## src/rtl/stm32_iq_stream_bus_if.sv

```systemverilog
// MCU parallel-bus signals between the STM32 (master) and the I/Q stream slave.
interface stm32_iq_stream_bus_if #(
  parameter int BUS_W = 8
);
  logic             data_sync;
  logic [BUS_W-1:0] bus_in;
  logic [BUS_W-1:0] bus_out;
  logic             bus_oe;

  modport master (output data_sync, output bus_in, input bus_out, input bus_oe);
  modport slave  (input data_sync, input bus_in, output bus_out, output bus_oe);
endinterface

```

## src/rtl/stm32_iq_stream_bus.sv

```systemverilog
// Buffers multi-channel RX I/Q frames in a FIFO and streams them byte-serially
// to the STM32 over the parallel bus; also answers bus-test and status commands.
module stm32_iq_stream_bus #(
  parameter int BUS_W      = 8,
  parameter int SAMPLE_W   = 32,
  parameter int CHANNELS   = 2,
  parameter int FIFO_DEPTH = 16
) (
  input  logic                           clk_in,
  input  logic                           reset_n,
  stm32_iq_stream_bus_if.slave           bus,
  input  logic                           iq_valid,
  input  logic [CHANNELS*SAMPLE_W-1:0]   rx_i,
  input  logic [CHANNELS*SAMPLE_W-1:0]   rx_q,
  input  logic [CHANNELS-1:0]            ch_mask,
  output logic [$clog2(FIFO_DEPTH):0]    fifo_level,
  output logic [2*BUS_W-1:0]             overflow_cnt,
  output logic [2*BUS_W-1:0]             underrun_cnt
);
  localparam int AW      = $clog2(FIFO_DEPTH);
  localparam int LW      = AW + 1;
  localparam int FRAME_W = 2 * CHANNELS * SAMPLE_W;
  localparam int WPS     = SAMPLE_W / BUS_W;
  localparam int B_MAX   = 2 * CHANNELS * WPS;
  localparam int RW      = $clog2(B_MAX + 1);
  localparam int CNT_W   = 2 * BUS_W;

  localparam logic [2:0] S_IDLE   = 3'd0;
  localparam logic [2:0] S_ERX    = 3'd1;
  localparam logic [2:0] S_ETX    = 3'd2;
  localparam logic [2:0] S_STREAM = 3'd3;
  localparam logic [2:0] S_STATUS = 3'd4;

  localparam logic [BUS_W-1:0] CMD_BUS_TEST = BUS_W'(0);
  localparam logic [BUS_W-1:0] CMD_STREAM   = BUS_W'(4);
  localparam logic [BUS_W-1:0] CMD_STATUS   = BUS_W'(9);

  logic [FRAME_W-1:0] mem [FIFO_DEPTH];

  logic [2:0]         state_q, state_d;
  logic [BUS_W-1:0]   bus_out_q, bus_out_d;
  logic               bus_oe_q, bus_oe_d;
  logic [LW-1:0]      level_q, level_d;
  logic [AW-1:0]      wr_ptr_q, wr_ptr_d, rd_ptr_q, rd_ptr_d;
  logic [CNT_W-1:0]   ovf_q, ovf_d, udr_q, udr_d;
  logic [FRAME_W-1:0] hold_q, hold_d;
  logic [RW-1:0]      rem_q, rem_d;
  logic [2:0]         sidx_q, sidx_d;

  logic               full, empty, wr_en, pop_req, pop_en, ovf_inc, udr_inc, clr;
  logic [FRAME_W-1:0] head, pack;
  logic [CHANNELS-1:0] eff_mask;
  logic [RW-1:0]      nwords;
  int                 nch;

  assign full    = (level_q == LW'(FIFO_DEPTH));
  assign empty   = (level_q == '0);
  assign wr_en   = iq_valid & ~full;
  assign pop_en  = pop_req & ~empty;
  assign ovf_inc = iq_valid & full;
  assign udr_inc = pop_req & empty;

  // Reorder the head entry into bus order (Q then I per enabled channel), left-aligned;
  // an empty FIFO yields an all-zero frame of the same length.
  always_comb begin
    head     = empty ? '0 : mem[rd_ptr_q];
    eff_mask = (ch_mask == '0) ? CHANNELS'(1) : ch_mask;
    pack     = '0;
    nch      = 0;
    for (int c = 0; c < CHANNELS; c++) begin
      if (eff_mask[c]) begin
        pack = (pack << (2 * SAMPLE_W)) |
               FRAME_W'({head[FRAME_W/2 + c*SAMPLE_W +: SAMPLE_W], head[c*SAMPLE_W +: SAMPLE_W]});
        nch  = nch + 1;
      end
    end
    pack   = pack << ((CHANNELS - nch) * 2 * SAMPLE_W);
    nwords = RW'(nch * 2 * WPS);
  end

  // Command decode and per-state bus sequencing; data_sync always takes priority.
  always_comb begin
    state_d   = state_q;
    bus_out_d = bus_out_q;
    bus_oe_d  = bus_oe_q;
    hold_d    = hold_q;
    rem_d     = rem_q;
    sidx_d    = sidx_q;
    pop_req   = 1'b0;
    clr       = 1'b0;
    if (bus.data_sync) begin
      rem_d  = '0;
      sidx_d = '0;
      case (bus.bus_in)
        CMD_BUS_TEST: begin state_d = S_ERX; bus_oe_d = 1'b0; end
        CMD_STREAM:   begin state_d = S_STREAM; bus_oe_d = 1'b1; bus_out_d = '0; end
        CMD_STATUS: begin
          state_d   = S_STATUS;
          bus_oe_d  = 1'b1;
          bus_out_d = BUS_W'(level_q);
          sidx_d    = 3'd1;
        end
        default:      begin state_d = S_IDLE; bus_oe_d = 1'b0; end
      endcase
    end else begin
      case (state_q)
        S_ERX: begin bus_out_d = bus.bus_in; bus_oe_d = 1'b1; state_d = S_ETX; end
        S_ETX: begin bus_oe_d = 1'b0; state_d = S_ERX; end
        S_STREAM: begin
          if (rem_q == '0) begin
            pop_req   = 1'b1;
            bus_out_d = pack[FRAME_W-1 -: BUS_W];
            hold_d    = pack << BUS_W;
            rem_d     = nwords - RW'(1);
          end else begin
            bus_out_d = hold_q[FRAME_W-1 -: BUS_W];
            hold_d    = hold_q << BUS_W;
            rem_d     = rem_q - RW'(1);
          end
        end
        S_STATUS: begin
          sidx_d = sidx_q + 3'd1;
          case (sidx_q)
            3'd1: bus_out_d = ovf_q[CNT_W-1 -: BUS_W];
            3'd2: bus_out_d = ovf_q[BUS_W-1:0];
            3'd3: bus_out_d = udr_q[CNT_W-1 -: BUS_W];
            3'd4: begin bus_out_d = udr_q[BUS_W-1:0]; clr = 1'b1; end
            default: begin state_d = S_IDLE; bus_oe_d = 1'b0; end
          endcase
        end
        default: ;
      endcase
    end
  end

  // FIFO pointers/level and saturating error counters; a clear loses to a same-cycle increment.
  always_comb begin
    wr_ptr_d = wr_ptr_q + (wr_en ? AW'(1) : AW'(0));
    rd_ptr_d = rd_ptr_q + (pop_en ? AW'(1) : AW'(0));
    level_d  = level_q + LW'(wr_en) - LW'(pop_en);
    if (clr)                           ovf_d = CNT_W'(ovf_inc);
    else if (ovf_inc && ovf_q != '1)   ovf_d = ovf_q + CNT_W'(1);
    else                               ovf_d = ovf_q;
    if (clr)                           udr_d = CNT_W'(udr_inc);
    else if (udr_inc && udr_q != '1)   udr_d = udr_q + CNT_W'(1);
    else                               udr_d = udr_q;
  end

  // Frame storage; full FIFO drops the incoming frame even if a pop happens this edge.
  always_ff @(posedge clk_in) begin
    if (wr_en) mem[wr_ptr_q] <= {rx_q, rx_i};
  end

  // State registers.
  always_ff @(posedge clk_in or negedge reset_n) begin
    if (!reset_n) begin
      state_q   <= S_IDLE;
      bus_out_q <= '0;
      bus_oe_q  <= 1'b0;
      level_q   <= '0;
      wr_ptr_q  <= '0;
      rd_ptr_q  <= '0;
      ovf_q     <= '0;
      udr_q     <= '0;
      hold_q    <= '0;
      rem_q     <= '0;
      sidx_q    <= '0;
    end else begin
      state_q   <= state_d;
      bus_out_q <= bus_out_d;
      bus_oe_q  <= bus_oe_d;
      level_q   <= level_d;
      wr_ptr_q  <= wr_ptr_d;
      rd_ptr_q  <= rd_ptr_d;
      ovf_q     <= ovf_d;
      udr_q     <= udr_d;
      hold_q    <= hold_d;
      rem_q     <= rem_d;
      sidx_q    <= sidx_d;
    end
  end

  assign bus.bus_out   = bus_out_q;
  assign bus.bus_oe    = bus_oe_q;
  assign fifo_level    = level_q;
  assign overflow_cnt  = ovf_q;
  assign underrun_cnt  = udr_q;
endmodule

```

## src/flat_wrapper.sv

```systemverilog
// flat-port wrapper written by rule: the top's interface ports become plain ports
module stm32_iq_stream_bus_flat 
#(
  parameter int BUS_W      = 8,
  parameter int SAMPLE_W   = 32,
  parameter int CHANNELS   = 2,
  parameter int FIFO_DEPTH = 16
)
  (clk_in, reset_n, iq_valid, rx_i, rx_q, ch_mask, fifo_level, overflow_cnt, underrun_cnt, bus_data_sync, bus_bus_in, bus_bus_out, bus_bus_oe);
  stm32_iq_stream_bus_if #(.BUS_W(BUS_W)) bus_i ();
  input  logic clk_in;
  input  logic reset_n;
  input  logic iq_valid;
  input  logic [CHANNELS*SAMPLE_W-1:0] rx_i;
  input  logic [CHANNELS*SAMPLE_W-1:0] rx_q;
  input  logic [CHANNELS-1:0] ch_mask;
  output logic [$clog2(FIFO_DEPTH):0] fifo_level;
  output logic [2*BUS_W-1:0] overflow_cnt;
  output logic [2*BUS_W-1:0] underrun_cnt;
  input wire logic [$bits(bus_i.data_sync)-1:0] bus_data_sync;
  input wire logic [$bits(bus_i.bus_in)-1:0] bus_bus_in;
  output wire logic [$bits(bus_i.bus_out)-1:0] bus_bus_out;
  output wire logic [$bits(bus_i.bus_oe)-1:0] bus_bus_oe;
  assign bus_i.data_sync = bus_data_sync;
  assign bus_i.bus_in = bus_bus_in;
  assign bus_bus_out = bus_i.bus_out;
  assign bus_bus_oe = bus_i.bus_oe;
  stm32_iq_stream_bus #(.BUS_W(BUS_W), .SAMPLE_W(SAMPLE_W), .CHANNELS(CHANNELS), .FIFO_DEPTH(FIFO_DEPTH)) u_core (.clk_in(clk_in), .reset_n(reset_n), .bus(bus_i), .iq_valid(iq_valid), .rx_i(rx_i), .rx_q(rx_q), .ch_mask(ch_mask), .fifo_level(fifo_level), .overflow_cnt(overflow_cnt), .underrun_cnt(underrun_cnt));
endmodule
```

## config.mk

```make
export PLATFORM = sky130hd
export DESIGN_NAME = stm32_iq_stream_bus_flat
export DESIGN_NICKNAME = d
export VERILOG_FILES = /design/src/rtl/stm32_iq_stream_bus_if.sv /design/src/rtl/stm32_iq_stream_bus.sv /design/src/flat_wrapper.sv
export SDC_FILE = /design/constraint.sdc
export NUM_CORES = 2
export LEC_CHECK = 0
export BUFFER_PORTS_ARGS = -buffer_cell sky130_fd_sc_hd__buf_2
export CAP_MARGIN = 20
export CELL_PAD_IN_SITES_DETAIL_PLACEMENT = 1
export CELL_PAD_IN_SITES_GLOBAL_PLACEMENT = 2
export CORE_ASPECT_RATIO = 0.7
export CORE_MARGIN = 1
export CORE_UTILIZATION = 50
export DETAILED_ROUTE_END_ITERATION = 12
export HOLD_SLACK_MARGIN = 0.02
export PLACE_DENSITY = 0.79
export SLEW_MARGIN = 20
export SYNTH_ARGS = -nofsm -noshare
export SYNTH_HDL_FRONTEND = slang
export SYNTH_SLANG_ARGS = --single-unit
```

## constraint.sdc

```tcl
create_clock -name clk_in -period 26.4 [get_ports clk_in]
set_input_delay 5.28 -clock clk_in [delete_from_list [all_inputs] [get_ports clk_in]]
set_output_delay 5.28 -clock clk_in [all_outputs]
set_load 0.05 [all_outputs]
```

==> Yosys cells after proc, flatten, opt, wreduce, memory -nomap -nowiden <==
Memory sizes are Yosys's and may differ from the RTL's.
Index checks and enable logic that the tools add are counted.
{ "classes": {"shift": 1, "n_div": 0, "reduce_logical": 17, "muxes": 40, "eq_ne": 16, "addsub": 11, "mul": 0, "n_bitwise": 8, "n_lt_le_gt_ge": 0} }
{ "op_table": {"columns": ["op", "n"], "rows": [
  ["$mux 128", 3],
  ["$or 128x64->128", 1],
  ["$shl 128x32->128", 1],
  ["$mux 16", 4],
  ["$mux 64", 1],
  ["$add 16x1->16 const B", 2],
  ["$ne 16x16->1 const B", 2],
  ["$pmux 8 s4", 1],
  ["$mux 26", 1],
  ["$sub 3x26->26 const A", 1],
  ["$pmux 8 s3", 1],
  ["$pmux 3 s3", 2],
  ["$mux 8", 2],
  ["$pmux 8 s2", 1],
  ["$mux 1", 15],
  ["$mux 5", 3],
  ["$eq 3x2->1 const B", 4],
  ["$mux 3", 4],
  ["$logic_not 5->1", 2],
  ["$sub 5x1->5 const B", 2],
  ["$add 4x4->4", 2],
  ["$eq 8x3->1 const B", 1],
  ["$eq 8x4->1 const B", 1],
  ["$logic_not 8->1", 1],
  ["22 further kinds", 35]
]} }
{ "word_totals": {"ramBits": 2048, "wordCells": 105, "mem_bits_ro": 0, "regBits": 193, "n_memories": 1, "output_inout_bits": 46, "latch_bits": 0, "inputBits": 142} }
{ "memory_table": {"columns": ["memory", "words", "word_bits", "rd", "rd_clocked_by_memory_dff", "write_ports", "line", "text"], "rows": [
  ["u_core.mem", 16, 128, 1, 0, 1, "stm32_iq_stream_bus.sv:38", "logic [FRAME_W-1:0] mem [FIFO_DEPTH];"]
]} }

==> Longest topological paths before layout <==
{ "logic_depth": {"ltp_word": 10, "ltp_mapped": 14, "ltp_nobuf": 12} }

==> Least setup slack after synthesis <==
No wires, ideal clock.
{ "synth_timing": {"kind": "input -> register", "from": "input iq_valid", "to": "memory u_core.mem[0][0] (netlist bit) (enable)", "arrival_time_ns": 14.786, "setup_slack_ns": 10.843, "stages": 4, "cell_sequence": "inv_1 > a31oi_1 > or3b_2 > nor3_1"} }
{ "synth_between": {"elab_chain_cells": 3} }
{ "synth_lines": {"columns": ["item", "line", "text"], "rows": [
  ["start: declaration", "flat_wrapper.sv:13", "input logic iq_valid;"],
  ["$and 1x1->1", "stm32_iq_stream_bus.sv:58", "assign wr_en = iq_valid & ~full;"],
  ["$mux 1", "stm32_iq_stream_bus.sv:151", "if (wr_en) mem[wr_ptr_q] <= {rx_q, rx_i};"],
  ["$mux 1 (implied by the code)", "stm32_iq_stream_bus.sv:151", null],
  ["end: declaration", "stm32_iq_stream_bus.sv:38", null]
]} }
No other way between the ends.

==> Final worst setup path <==
{ "layout_timing": {"from": "input iq_valid", "to": "memory u_core.mem[9][76] (netlist bit) (enable)"} }
The elaborated chain is that of the path after synthesis.

==> flow_summary.toml <==
[synthesis]
ys.flop_type = "edfxtp_1"
ys_ff_latch = 2233
synth.top_cell.area_share_pct = 69.7
synth_most_common_cell = "edfxtp_1"
ys_seq_area_share_pct = 74.9
yosys-top-cells-count = "edfxtp_1 (2,048), mux4_2 (541), nor2_1 (216)"
synth_warnings = 0
synth_edf_count = 2048
yosysTopAreaCell = "edfxtp_1"
synth_area_leaders = "edfxtp_1 (70%), mux4_2 (14%), dfrtp_1 (5.2%)"
async_reset_ff_share_pct = 8.28
avgSynthCellArea_um2 = 19.8
syn_nets = 4612
synth_cell_types = 70
synth_area_um2 = 88300
syn_inst = 4450

[setup_path]
cpPeakStageDelay_ns = 0.89
r2r-end = "u_core.bus.bus_out[7]"
worst_ep_required_time_ns = 26.84
crit_slowest_cell = "nor2_4"
ff2ff_setup_slack_ns = 21.17
end_kind = "flop"
reg2reg_from = "u_core.rd_ptr_q[1]"
path_common_cell = "buf_4"
critPathArrivalTime_ns = 8.68
crit_chain = "buf_2, inv_1, a31oi_1, nand3b_1, nor2_4, buf_4, buf_4"
reg2regPathDepth = 8
startpoint_type = "primary input"
worstSetupPathType = "in -> reg"
cp_max_fo = 39

[place]
place.gp.congestion = 0.834
io_buffers = 187
dpl_worst_slack_ns = 17.22
hpwl_um = 140000
place_area_um2 = 91900

[global_route]
antenna_found_initial = 30
overflow = 0
grt_max_degree = 121
grt_pass1_vias = 47427
grt_pass1_wl_um = 342000
grt_use_total_pct = 26.8

[clock_tree]
tritoncts = "built"
cts_hold_buf = 0
ctsResizeCount = 0
post_cts_buffers = 0
numCtsBuffers = 203
clk_pin_slew_ns = 0.06
h-tree-depth = 4
clock_latency_ns = 0.86
cts.path.max_buffers = 3
cts_sinks = 2233
cts-root-buf = "clkbuf_16"

[sta]
finalHoldWorstSlack_ns = 0.484
setup_violations = 0
clock_skew_ns = 0.0528
slew_headroom_pct = 25.1
max_freq_ghz = 0.121
min_period_ns = 8.24
rsz0062_at_grt = "false"
timing.final.ws_setup_ns = 18.16
hold_viol_final = 0
finalSetupTns_ns = 0
worst_slew_pin_slew_ns = 1.12
fin_crit_sh_pct = 31.2
final-max-slew-violation-count = 0

[routing]
drtAntennaViolNets = 0
wl_per_cell_um = 33.2
drt-initial-drc-count = 5085
drc = 0
vias = 45761
routed_wl_um = 239000
firstDrtPassIters = 6
viasPerCell = 6.37

[power_and_ir_drop]
ir_drop_uv = 70.5
leakage_uw = 0.0316
finalPower_uw = 9560
power.density_nw_per_um2 = 97.0

[die]
die_h_um = 354
start_util_pct = 50.6
die-area_um2 = 178000
rows = 128
ioPinCount = 188
core_area_um2 = 175000
fp.dieW_um = 504

[layout]
final_area_um2 = 98500
drive_above_1_share_pct = 25.5
syn_to_final_growth_pct = 11.6
nets = 4822

[run_status]
outcome = "finished, final reports clean"

[hold_path]
hold-path-endpoint = "u_core.hold_q[95]"
hold_path_depth = 2
hp-start = "u_core.hold_q[95]"
hold_class = "reg -> reg"

[flow_run]
drv_cap = 0
## flip-flops by register name, indices dropped and copies added, names as in the netlist, 5 cells and up
name	cells
u_core.fifo_level	5
u_core.rem_q	5
u_core.underrun_cnt	16
u_core.bus.bus_out	8
u_core.overflow_cnt	16
u_core.hold_q	120
u_core.mem	2048
## cells in the final DEF (no fill, tap or decap), drive strengths merged, types with 80 or more instances in the layout
cell type  instances
nor2             216
nand2            178
a21oi            206
clkbuf           255
dfrtp            185
mux4             541
o21ai            119
edfxtp          2048
mux2i             80
clkinv            96
buf              282
## cell type report
type                            instances  area (µm²)
Clock buffer                          254        5480
Timing Repair Buffer                  283        1740
Tap cell                             2340        2930
Sequential cell                      2233       66100
Fill cell                           15112       76000
Clock inverter                        122        1140
Inverter                               19        71.3
Multi-Input combinational cell       1920       21000
Antenna cell                            8        20.0
## where the power goes
group / total, µW / internal, µW / switching, µW
Combinational: 2120 / 802 / 1310
Clock: 2970 / 1650 / 1320
Sequential: 4480 / 4290 / 189
## metrics by stage
| step | cells | utilization (%) |
|---|---|---|
| 4_1_cts | 7170 | 56.4 |
| 6_report | 7179 | 56.4 |
| 3_3_place_gp | 6794 | 52.6 |
| 2_1_floorplan | 4450 | - |
| 5_1_grt | 7173 | 56.4 |
| 3_5_place_dp | 6794 | 52.6 |
## logic make-up (layout without fill, tap and decap cells)
group	count (synthesis)	in the layout	share of synthesized area, %
flops	2233	2233	74.9
mux	677	677	15.4
simple gates	603	603	3.21
compound gates	590	590	4.35
buf+inv	297	678	1.52
xor+xnor	30	30	0.298
fa+ha+maj	20	20	0.292
other cells	0	8	0
## worst max path at each step
stage                     startpoint                 end  slack [ns]  cells past startpoint
after floorplan             iq_valid    u_core.mem[0][0]       10.84                      4
after global placement      iq_valid   u_core.mem[9][12]       17.36                      7
after detailed placement    iq_valid  u_core.mem[11][11]       17.22                      7
after CTS                   iq_valid  u_core.mem[11][28]       18.15                      7
after global routing        iq_valid  u_core.mem[11][28]       18.02                      7
final                       iq_valid   u_core.mem[9][76]       18.16                      7
## per-layer routing
| metal | vias to the layer above | GRT usage [%] | share of wire, % |
|---|---|---|---|
| met2 | 1902 | 40.6 | 46 |
| met4 | 20 | 7.81 | 2.7 |
| met1 | 24619 | 38.4 | 42 |
| met3 | 385 | 7.46 | 9.1 |
| li1 | 18835 | - | - |
| met5 | - | 0 | 0.054 |
## worst max-delay path: cells and delay by family
| family | cells | cell delay [ns] |
|---|---|---|
| AOI/OAI and AO/OA | 1 | 0.46 |
| buffers and inverters | 4 | 1.50 |
| and+or+nand+nor | 2 | 1.31 |
(Power assumes the default switching activity.)
